<file path="src/rtl/csi2_pkt_to_video.sv">
// Converts a decoded CSI-2 packet stream into a video stream for one VC/DT pair.
// Frame and line bookkeeping comes from FS/FE short packets. Line payload is trimmed to WC bytes.
module csi2_pkt_to_video #(
    parameter logic [1:0] VIRT_CHAN = 2'd0,
    parameter logic [5:0] DATA_TYPE = 6'h2B
) (
    input  logic        clk_i,
    input  logic        rst_n_i,
    input  logic [31:0] pkt_tdata_i,
    input  logic        pkt_tvalid_i,
    input  logic [3:0]  pkt_tstrb_i,
    input  logic        pkt_tlast_i,
    output logic [31:0] video_tdata_o,
    output logic        video_tvalid_o,
    output logic [3:0]  video_tstrb_o,
    output logic        video_tuser_o,
    output logic        video_tlast_o,
    output logic [15:0] frame_num_o,
    output logic [15:0] line_cnt_o,
    output logic        frame_active_o,
    output logic        frame_end_o,
    output logic        trunc_err_o,
    output logic        orphan_line_o
);
    typedef enum logic [1:0] {HEADER, PAYLOAD, DROP, DISCARD} state_t;

    state_t      state_reg, state_next;
    logic [31:0] video_tdata_reg, video_tdata_next;
    logic        video_tvalid_reg, video_tvalid_next;
    logic [3:0]  video_tstrb_reg, video_tstrb_next;
    logic        video_tuser_reg, video_tuser_next;
    logic        video_tlast_reg, video_tlast_next;
    logic [15:0] frame_num_reg, frame_num_next;
    logic [15:0] line_cnt_reg, line_cnt_next;
    logic        frame_active_reg, frame_active_next;
    logic        frame_end_reg, frame_end_next;
    logic        trunc_err_reg, trunc_err_next;
    logic        orphan_line_reg, orphan_line_next;
    logic        sof_reg, sof_next;
    logic        first_reg, first_next;
    logic [15:0] remaining_reg, remaining_next;

    logic [1:0]  hdr_vc;
    logic [5:0]  hdr_dt;
    logic [15:0] hdr_wc;
    logic        vc_match, is_long, long_match, rem_gt4;

    assign hdr_vc     = pkt_tdata_i[7:6];
    assign hdr_dt     = pkt_tdata_i[5:0];
    assign hdr_wc     = pkt_tdata_i[23:8];
    assign vc_match   = (hdr_vc == VIRT_CHAN);
    assign is_long    = (hdr_dt >= 6'h10);
    assign long_match = vc_match && (hdr_dt == DATA_TYPE);
    assign rem_gt4    = (remaining_reg > 16'd4);

    always_ff @(posedge clk_i or negedge rst_n_i) begin
        if (!rst_n_i) begin
            state_reg <= HEADER;
        end else begin
            state_reg <= state_next;
        end
    end

    always_comb begin
        state_next = state_reg;
        if (pkt_tvalid_i) begin
            case (state_reg)
                HEADER: begin
                    // A header that also carries tlast is a one-word packet: nothing to consume.
                    if (is_long && !pkt_tlast_i) begin
                        if (!long_match)
                            state_next = DISCARD;
                        else if (hdr_wc != 16'd0)
                            state_next = PAYLOAD;
                        else
                            state_next = DROP;
                    end
                end
                PAYLOAD: begin
                    if (pkt_tlast_i)
                        state_next = HEADER;
                    else if (!rem_gt4)
                        state_next = DROP;
                end
                default: begin
                    if (pkt_tlast_i)
                        state_next = HEADER;
                end
            endcase
        end
    end

    always_comb begin
        video_tdata_next  = pkt_tdata_i;
        video_tvalid_next = 1'b0;
        video_tstrb_next  = 4'b0000;
        video_tuser_next  = 1'b0;
        video_tlast_next  = 1'b0;
        frame_num_next    = frame_num_reg;
        line_cnt_next     = line_cnt_reg;
        frame_active_next = frame_active_reg;
        frame_end_next    = 1'b0;
        trunc_err_next    = 1'b0;
        orphan_line_next  = 1'b0;
        sof_next          = sof_reg;
        first_next        = first_reg;
        remaining_next    = remaining_reg;
        if (pkt_tvalid_i) begin
            case (state_reg)
                HEADER: begin
                    if (vc_match && hdr_dt == 6'h00) begin
                        frame_num_next    = hdr_wc;
                        frame_active_next = 1'b1;
                        line_cnt_next     = 16'd0;
                        sof_next          = 1'b1;
                    end else if (vc_match && hdr_dt == 6'h01) begin
                        frame_active_next = 1'b0;
                        frame_end_next    = 1'b1;
                        sof_next          = 1'b0;
                    end else if (is_long && long_match) begin
                        if (pkt_tlast_i) begin
                            trunc_err_next = 1'b1;
                        end else if (hdr_wc != 16'd0) begin
                            remaining_next = hdr_wc;
                            line_cnt_next  = line_cnt_reg + 16'd1;
                            first_next     = 1'b1;
                        end
                    end
                end
                PAYLOAD: begin
                    video_tvalid_next = 1'b1;
                    first_next        = 1'b0;
                    // Only the first word of a line can carry SOF or flag an orphan line.
                    if (first_reg) begin
                        video_tuser_next = sof_reg && frame_active_reg;
                        orphan_line_next = !frame_active_reg;
                        sof_next         = 1'b0;
                    end
                    if (rem_gt4 && pkt_tlast_i) begin
                        video_tstrb_next = pkt_tstrb_i;
                        video_tlast_next = 1'b1;
                        trunc_err_next   = 1'b1;
                        remaining_next   = 16'd0;
                    end else if (rem_gt4) begin
                        video_tstrb_next = 4'b1111;
                        remaining_next   = remaining_reg - 16'd4;
                    end else begin
                        case (remaining_reg[2:0])
                            3'd1:    video_tstrb_next = 4'b0001;
                            3'd2:    video_tstrb_next = 4'b0011;
                            3'd3:    video_tstrb_next = 4'b0111;
                            default: video_tstrb_next = 4'b1111;
                        endcase
                        video_tlast_next = 1'b1;
                        remaining_next   = 16'd0;
                    end
                end
                default: ;
            endcase
        end
    end

    always_ff @(posedge clk_i or negedge rst_n_i) begin
        if (!rst_n_i) begin
            video_tdata_reg  <= 32'd0;
            video_tvalid_reg <= 1'b0;
            video_tstrb_reg  <= 4'd0;
            video_tuser_reg  <= 1'b0;
            video_tlast_reg  <= 1'b0;
            frame_num_reg    <= 16'd0;
            line_cnt_reg     <= 16'd0;
            frame_active_reg <= 1'b0;
            frame_end_reg    <= 1'b0;
            trunc_err_reg    <= 1'b0;
            orphan_line_reg  <= 1'b0;
            sof_reg          <= 1'b0;
            first_reg        <= 1'b0;
            remaining_reg    <= 16'd0;
        end else begin
            video_tdata_reg  <= video_tdata_next;
            video_tvalid_reg <= video_tvalid_next;
            video_tstrb_reg  <= video_tstrb_next;
            video_tuser_reg  <= video_tuser_next;
            video_tlast_reg  <= video_tlast_next;
            frame_num_reg    <= frame_num_next;
            line_cnt_reg     <= line_cnt_next;
            frame_active_reg <= frame_active_next;
            frame_end_reg    <= frame_end_next;
            trunc_err_reg    <= trunc_err_next;
            orphan_line_reg  <= orphan_line_next;
            sof_reg          <= sof_next;
            first_reg        <= first_next;
            remaining_reg    <= remaining_next;
        end
    end

    assign video_tdata_o  = video_tdata_reg;
    assign video_tvalid_o = video_tvalid_reg;
    assign video_tstrb_o  = video_tstrb_reg;
    assign video_tuser_o  = video_tuser_reg;
    assign video_tlast_o  = video_tlast_reg;
    assign frame_num_o    = frame_num_reg;
    assign line_cnt_o     = line_cnt_reg;
    assign frame_active_o = frame_active_reg;
    assign frame_end_o    = frame_end_reg;
    assign trunc_err_o    = trunc_err_reg;
    assign orphan_line_o  = orphan_line_reg;
endmodule

</file>
<file path="config.mk">
export PLATFORM = sky130hd
export DESIGN_NAME = csi2_pkt_to_video
export DESIGN_NICKNAME = d
export VERILOG_FILES = /design/src/rtl/csi2_pkt_to_video.sv
export SDC_FILE = /design/constraint.sdc
export NUM_CORES = 1
export LEC_CHECK = 0
export ABC_AREA = 1
export CELL_PAD_IN_SITES_DETAIL_PLACEMENT = 0
export CELL_PAD_IN_SITES_GLOBAL_PLACEMENT = 1
export CORE_ASPECT_RATIO = 0.7
export CORE_MARGIN = 10
export CORE_UTILIZATION = 36
export CTS_BUF_LIST = sky130_fd_sc_hd__clkbuf_16
export DETAILED_ROUTE_END_ITERATION = 6
export GPL_TIMING_DRIVEN = 0
export HOLD_SLACK_MARGIN = 0.02
export PLACE_DENSITY = 0.77
export SLEW_MARGIN = 0
export SYNTH_ARGS = -nofsm -noshare
export SYNTH_HDL_FRONTEND = slang
export SYNTH_SLANG_ARGS = --single-unit
export TNS_END_PERCENT = 30
</file>
<file path="constraint.sdc">
create_clock -name clk_i -period 1.93 [get_ports clk_i]
set_clock_uncertainty 0.1 [all_clocks]
set_input_delay 0.386 -clock clk_i [delete_from_list [all_inputs] [get_ports clk_i]]
set_output_delay 0.386 -clock clk_i [all_outputs]
set_load 0.02 [all_outputs]
</file>
After elaboration in Yosys (flattened, before gate mapping)
Cells that the tools add are included.
{"block": "word_totals", "register_bits": 95, "in_bits": 40, "output_inout_bits": 75, "wordCells": 118}
{"block": "op_classes", "n_addsub": 2, "magnitude_cmp": 2, "eq_ne": 17, "muxes": 58, "reduce_logical": 24}
{"cell": "$mux W16", "n": 12}
{"cell": "$pmux W16 S2", "n": 1}
{"cell": "$mux W1", "n": 30}
{"cell": "$add A16 B1 Y16 const B", "n": 1}
{"cell": "$gt A16 B3 Y1 const B", "n": 1}
{"cell": "$mux W4", "n": 4}
{"cell": "$ne A2 B2 Y1 const B", "n": 8}
{"cell": "$reduce_bool A16 Y1", "n": 1}
{"cell": "$sub A16 B3 Y16 const B", "n": 1}
{"cell": "$mux W2", "n": 6}
{"cell": "$pmux W4 S3", "n": 1}
{"cell": "$reduce_and A4 Y1", "n": 2}
{"cell": "$reduce_bool A2 Y1", "n": 4}
{"cell": "$logic_and A1 B1 Y1", "n": 7}
{"cell": "$reduce_and A7 Y1", "n": 1}
{"cell": "$eq A3 B2 Y1 const B", "n": 2}
{"cell": "$eq A6 B1 Y1 const B", "n": 1}
{"cell": "$eq A6 B6 Y1 const B", "n": 1}
{"cell": "$ge A6 B5 Y1 const B", "n": 1}
{"cell": "$logic_not A6 Y1", "n": 1}
{"cell": "$ne A3 B3 Y1 const B", "n": 2}
{"cell": "$pmux W1 S2", "n": 3}
{"cell": "$reduce_and A3 Y1", "n": 2}
{"cell": "$reduce_and A6 Y1", "n": 1}
{"cell": "other kinds (7)", "n": 9}

Logic depth before layout (Yosys ltp)
Gate-level depths: netlist of the first run.
{"block": "depth", "word_depth": 8, "mapped_depth": 11, "depth_no_buf": 11}

Least setup slack after synthesis of the first run
No wires, ideal clock.
{"block": "synth_path", "kind": "flip-flop to flip-flop", "from": "reg remaining_reg[2]", "to": "reg remaining_reg[7]", "setup_ps": 120, "arrival_time_ps": 1439, "slack_ps": 271, "path_stages_with_launch": 11, "path_buffers": 1, "synth_period_minus_slack_ps": 1659, "cell_sequence": "dfrtp_1 -> inv_1 -> ha_1 -> inv_1 -> a21oi_2 -> nand2_2 -> nand2_4 -> buf_6 -> nor2_1 -> o21ai_1 -> nand2_1"}
{"block": "synth_between", "elab_chain_len": 4, "word_cells_on_any_way": 6}
{"item": "from (decl)", "line_no": "41", "text": "logic [15:0] remaining_reg, remaining_next;"}
{"item": "from (signal assigned)", "line_no": "193", "text": "remaining_reg <= remaining_next;"}
{"item": "$sub A16 B3 Y16 / $gt A16 B3 Y1 (equally long branches)", "line_no": "146, 54"}
{"item": "$mux W16 / $logic_and A1 B1 Y1 (equally long branches)", "line_no": "144, 139"}
{"item": "$mux W16 (*)", "line_no": "139", "text": "if (rem_gt4 && pkt_tlast_i) begin"}
{"item": "$pmux W16 S2 (*)", "line_no": "109", "text": "case (state_reg)"}
Every way passes the cells marked *; elsewhere a longest branch is shown, timed or not.
A chain may end at the register's enable or synchronous reset.

Worst setup path after layout of the first run
{"block": "layout_path", "from": "reg line_cnt_reg[12] (netlist: line_cnt_o[12])", "to": "out line_cnt_o[12]"}
{"item": "from (decl)", "line_no": "34", "text": "logic [15:0] line_cnt_reg, line_cnt_next;"}
{"item": "from (signal assigned)", "line_no": "186", "text": "line_cnt_reg <= line_cnt_next;"}
{"item": "to (decl)", "line_no": "19", "text": "output logic [15:0] line_cnt_o,"}
No word-level cell between the ends.

==> impl_metrics.toml, run 1 <==
[timing]
setup_viol = 0
slew_headroom = 0.5818
fmax_mhz = 530.4
timing_hold_violations_final = 0
tightest_slew_ps = 627.3
grt_setup_unrepaired = "yes"
drv_slew = 0
fin_setup_tns_ps = 0
fin_crit_ps = 1886
setup_ws_ps = 44.46
min_period_over_period = 0.9770

[flow_run]
cap_violations = 0

[route]
drt-initial-drc-count = 228
wl_met1_um = 6350
met3_length_um = 1058
num_vias = 3799
post-route-drc-count = 0
vias_per_cell = 4.561
met2WireLength_um = 5032
postRouteAntennaNets = 0
firstDrtPassIters = 4
routedWlPerCell_um = 15.13
wl_um = 12600
top_layer = "met4"

[clock_network]
cts_tree = "built"
root_buffer = "clkbuf_16"
numCtsBuffers = 9
clk_pin_slew_ps = 70
clk-insertion-delay-late_ps = 340
htree_levels = 3
clock_sinks = 95
clk_path_buf_depth = 2

[setup_path]
crit_fanout = 4
cp-end-kind = "output port"
worstSetupStartpointType = "register"
critPathBufInv = 1
worstPathCellList = "clkdlybuf4s50_1"
cp_data_arrival_time_ps = 1400
cpMaxStageDelayCell = "clkdlybuf4s50_1"
worstPathRequired_ps = 1440
critPathTopFamily = "buffers and inverters"
critical_path_class = "reg -> out"
cpPeakStageDelay_ps = 630

[synthesis]
synth.avg_cell_area_um2 = 8.407
synthCells = 538
netlist_area_um2 = 4523
yosysWarnings = 0
seq_area_frac_synth = 0.5256
synth_nets = 581
synth_seq_cells = 95
yosysUniqueCellTypes = 33

[power_and_ir_drop]
p_leak_nw = 3.051
peakVddDrop_v = 0.0004393
powerDensity_nw_per_um2 = 947.1

[layout]
drive_above_1_share = 0.1148
layout.cells.non_filler = 833
largest_reg_flops = 32
diodes = 0
final_cell_mix = "nand2_1, clkdlybuf4s50_1, dfrtp_1, nor2_1, inv_1"
fin_nets = 709
layout_commonest_cell = "nand2_1"
area_growth_pct = 37.87
post-route-util = 0.5055

[placed_design]
hpwlAfterDp_um = 9844
post-place-ws_ps = -364.9
place_inst = 814
place_congestion = 0.8825
portBuffers = 113

[global_route]
grt.total_usage = 0.1450
grt_overflow = 0
antenna_found_initial = 0
grt_max_degree = 52
grt_pass1_vias = 3772
grt_pass1_wl_um = 20770

[worst_hold_path]
worst_hold_path_type = "in -> reg"

[floorplanning]
io_pins = 115
dieHeight_um = 113.8
num_rows = 34
start_util = 0.3666
core_area_um2 = 12340
die-area_um2 = 17520
fp.dieW_um = 154.0

[run_status]
status = "finished, final reports clean"
==> per-stage QoR <==
step / cell area [um^2] / hold slack [ps] / power [W]
2_1_floorplan: 4523 / -9.591 / 0.003608
6_report: 6236 / 162.3 / 0.005906
3_5_place_dp: 5882 / 354.5 / 0.004229
4_1_cts: 6160 / 333.5 / 0.005928
3_3_place_gp: 5857 / 354.8 / 0.004193
5_1_grt: 6236 / 164.0 / 0.006305
==> area by class of cell <==
cell class,count,area (um^2)
Sequential cell,95,2379
Clock inverter,7,50.05
Timing Repair Buffer,117,1191
Fill cell,1191,6101
Inverter,46,172.7
Buffer,12,107.6
Tap cell,162,202.7
Clock buffer,9,225.2
Multi-Input combinational cell,385,1908
==> path summary, 6_finish.rpt <==
check | from | to | slack, ps | depth (start not counted)
min reg2reg | frame_num_o[3] | frame_num_o[3] | 370 | 2
min in group asynchronous | rst_n_i | remaining_reg[8] | 500 | 2
max reg2reg | remaining_reg[2] | remaining_reg[7] | 140 | 10
min | pkt_tdata_i[14] | video_tdata_o[14] | 160 | 1
max in group asynchronous | rst_n_i | video_tdata_o[29] | 570 | 3
max | line_cnt_o[12] | line_cnt_o[12] | 40 | 1
==> what timing repair did <==
action                     CTS  global route
hold buffers                 1             0
setup endpoints to repair    6            38
pin swaps                    0             2
buffers inserted             0             2
hold endpoints to repair    44             0
gates resized for setup      6            20
==> per-layer routing <==
layer	vias to the layer above	track usage
met5	-	0
met4	0	0.04080
met3	12	0.04964
met2	116	0.1920
met1	1720	0.2154
li1	1951	-
==> synth_stat cells, drive strengths merged <==
cell / number / area share
o21ai: 37 / 0.044
ha: 3 / 0.0083
nand2: 186 / 0.17
nand3: 31 / 0.040
a21oi: 13 / 0.016
inv: 46 / 0.038
or2: 1 / 0.0014
nand4: 4 / 0.0089
xor2: 12 / 0.023
xnor2: 2 / 0.0039
dfrtp: 95 / 0.53
nor3: 9 / 0.010
clkbuf: 1 / 0.00083
nor2: 83 / 0.081
buf: 11 / 0.023
nand3b: 2 / 0.0033
o21bai: 2 / 0.0033
==> power by group <==
group          total [W]  switching (W)  internal (W)  leakage (nW)
Sequential       0.00251       0.000261       0.00225          1.19
Combinational    0.00173        0.00106      0.000671          1.73
Clock            0.00166       0.000785      0.000878         0.138
Total            0.00591        0.00211       0.00380          3.05
==> logic make-up after synthesis <==
kind of cell               share of synthesized area
and+or+nand+nor                               0.3134
buffers and inverters                        0.06196
adders and majority gates                   0.008300
AOI/OAI and AO/OA                            0.06362
DFF                                           0.5256
xor gates and xnor gates                     0.02711
No activity file was read; power rests on OpenSTA's default activity.
==> run 2: changes to the inputs <==
--- a/config.mk
+++ b/config.mk
@@ -14,7 +14,6 @@
 export CTS_BUF_LIST = sky130_fd_sc_hd__clkbuf_16
 export DETAILED_ROUTE_END_ITERATION = 6
 export GPL_TIMING_DRIVEN = 0
-export HOLD_SLACK_MARGIN = 0.02
 export PLACE_DENSITY = 0.77
 export SLEW_MARGIN = 0
 export SYNTH_ARGS = -nofsm -noshare
==> results of run 2 <==
Same layout as run 1: the final DEF is identical, and so are final timing and power.
==> run 3: changes to the inputs <==
--- a/config.mk
+++ b/config.mk
@@ -9,7 +9,7 @@
 export CELL_PAD_IN_SITES_DETAIL_PLACEMENT = 0
 export CELL_PAD_IN_SITES_GLOBAL_PLACEMENT = 1
 export CORE_ASPECT_RATIO = 0.7
-export CORE_MARGIN = 10
+export CORE_MARGIN = 1
 export CORE_UTILIZATION = 36
 export CTS_BUF_LIST = sky130_fd_sc_hd__clkbuf_16
 export DETAILED_ROUTE_END_ITERATION = 6
==> run 3 against run 2 <==
Total power up 2.3%. Design area up 0.76%. Clock-buffer cell count unchanged. Register-to-register slack better by 20 ps. Die area down 26%. Combinational power about the same. Final cell count down 0.60%. Sequential power about the same. Wire length down 5.9%. Hold slack worse by 22 ps.
==> impl_metrics.toml, run 3 (same netlist as run 1, synthesis figures left out) <==
[run_status]
status = "finished, final reports clean"

[worst_hold_path]
worst_hold_path_type = "in -> reg"
hold_path_depth = 1
worstHoldEndpoint = "video_tdata_o[0]"
hold_path_startpoint = "pkt_tdata_i[0]"

[setup_path]
critical_path_class = "reg -> out"
crit_fanout = 4
r2r_setup_slack_ps = 160
worstSetupStartpointType = "register"
cpMaxStageDelayCell = "clkdlybuf4s50_1"
cpPeakStageDelay_ps = 630
r2r_start = "remaining_reg[2]"
cp-end-kind = "output port"
worstPathCellList = "clkdlybuf4s50_1"
critPathBufInv = 1
worstPathRequired_ps = 1440
r2r-end = "remaining_reg[7]"
rr_worst_depth = 10
critPathTopFamily = "buffers and inverters"
cp_data_arrival_time_ps = 1400

[floorplanning]
fp.dieW_um = 136.0
io_pins = 115
start_util = 0.3777
dieHeight_um = 95.78
die-area_um2 = 13020
core_area_um2 = 11970
num_rows = 33

[clock_network]
clk_path_buf_depth = 2
clk_pin_slew_ps = 70
numCtsBuffers = 9
cts_tree = "built"
clock_sinks = 95
htree_levels = 3
root_buffer = "clkbuf_16"
clk-insertion-delay-late_ps = 350

[global_route]
grt_pass1_wl_um = 18820
grt_pass1_vias = 3592
grt.total_usage = 0.1914
grt_overflow = 0
antenna_found_initial = 0
grt_max_degree = 52

[timing]
min_period_over_period = 0.9755
setup_ws_ps = 47.22
timing_hold_violations_final = 0
tightest_slew_ps = 625.0
setup_viol = 0
fmax_mhz = 531.1
slew_headroom = 0.5833
fin_setup_tns_ps = 0
fin_crit_ps = 1883
drv_slew = 0

[route]
routedWlPerCell_um = 14.32
firstDrtPassIters = 5
post-route-drc-count = 0
wl_um = 11860
postRouteAntennaNets = 0
num_vias = 3873
drt-initial-drc-count = 218
vias_per_cell = 4.678

[layout]
diodes = 0
layout_commonest_cell = "nand2_1"
post-route-util = 0.5248
drive_above_1_share = 0.1177
area_growth_pct = 38.92
final_cell_mix = "nand2_1, clkdlybuf4s50_1, dfrtp_1, nor2_1, inv_1"
design_area_um2 = 6284
num-fill-cells = 1130
fin_nets = 709
largest_reg_flops = 32

[placed_design]
portBuffers = 113
place_congestion = 0.8432
hpwlAfterDp_um = 8964
post-place-ws_ps = -326.5
postPlaceCellArea_um2 = 5876

[power_and_ir_drop]
peakVddDrop_v = 0.0004695
p_leak_nw = 3.102
powerDensity_nw_per_um2 = 961.3

[flow_run]
cap_violations = 0
-- run 3: changes by cell type in the layout (fill, tap and decap cells not counted), sizes merged --
cell / before / now
clkdlybuf4s50: 99 / 96
inv: 48 / 49
clkbuf: 10 / 11
clkinv: 4 / 2
bufinv: 0 / 1
dlygate4sd2: 6 / 5
buf: 15 / 14
dlymetal6s2s: 7 / 11
-- run 3: worst max-delay path by stage --
stage	startpoint	end	depth (start not counted)
5_1_grt	pkt_tdata_i[21]	remaining_reg[4]	10
2_1_floorplan	remaining_reg[2]	remaining_reg[7]	10
3_5_place_dp	pkt_tdata_i[16]	first_reg	9
3_3_place_gp	rst_n_i	video_tdata_o[31]	1
6_report	line_cnt_o[6]	line_cnt_o[6]	1
4_1_cts	pkt_tdata_i[5]	line_cnt_o[10]	11
-- run 3: repair_timing --
action | CTS | global route
endpoints found under the hold margin | 44 | 0
resized for setup | 5 | 24
pin swaps | 0 | 3
hold buffers | 1 | 0
gates cloned | 0 | 1
setup endpoints to repair | 5 | 36
buffers inserted | 0 | 1
-- run 3: routing by layer --
metal	part of all wire	global-route usage	vias to the layer above
met3	0.067	0.04160	12
li1	-	-	1946
met1	0.54	0.2971	1793
met2	0.38	0.2598	122
met5	0	0	-
met4	0.013	0.05741	0
-- run 3: power by group --
part	switching (W)	total, W	internal (W)
combinational	0.00104	0.00171	0.000667
sequential	0.000264	0.00251	0.00225
clock	0.000797	0.00182	0.00102
total	0.00210	0.00604	0.00394
-- run 3: cell type report --
cell class / instances / area, um^2 / share of cell area
timing repair buffer: 117 / 1220 / 0.1941
clock buffer: 9 / 225.2 / 0.03584
clock inverter: 7 / 78.83 / 0.01254
sequential: 95 / 2379 / 0.3785
multi-input combinational: 385 / 1901 / 0.3025
buffer: 12 / 111.4 / 0.01772
inverter: 46 / 172.7 / 0.02748
tap: 157 / 196.4 / 0.03126
-- run 3: stage by stage --
stage	total power, W	instances	hold WS (ps)
finish	0.006040	828	140.2
global route	0.006428	828	135.5
CTS	0.006052	826	342.9
detailed placement	0.004210	809	352.6
global placement	0.004188	808	355.7
floorplan	0.003608	538	-9.591
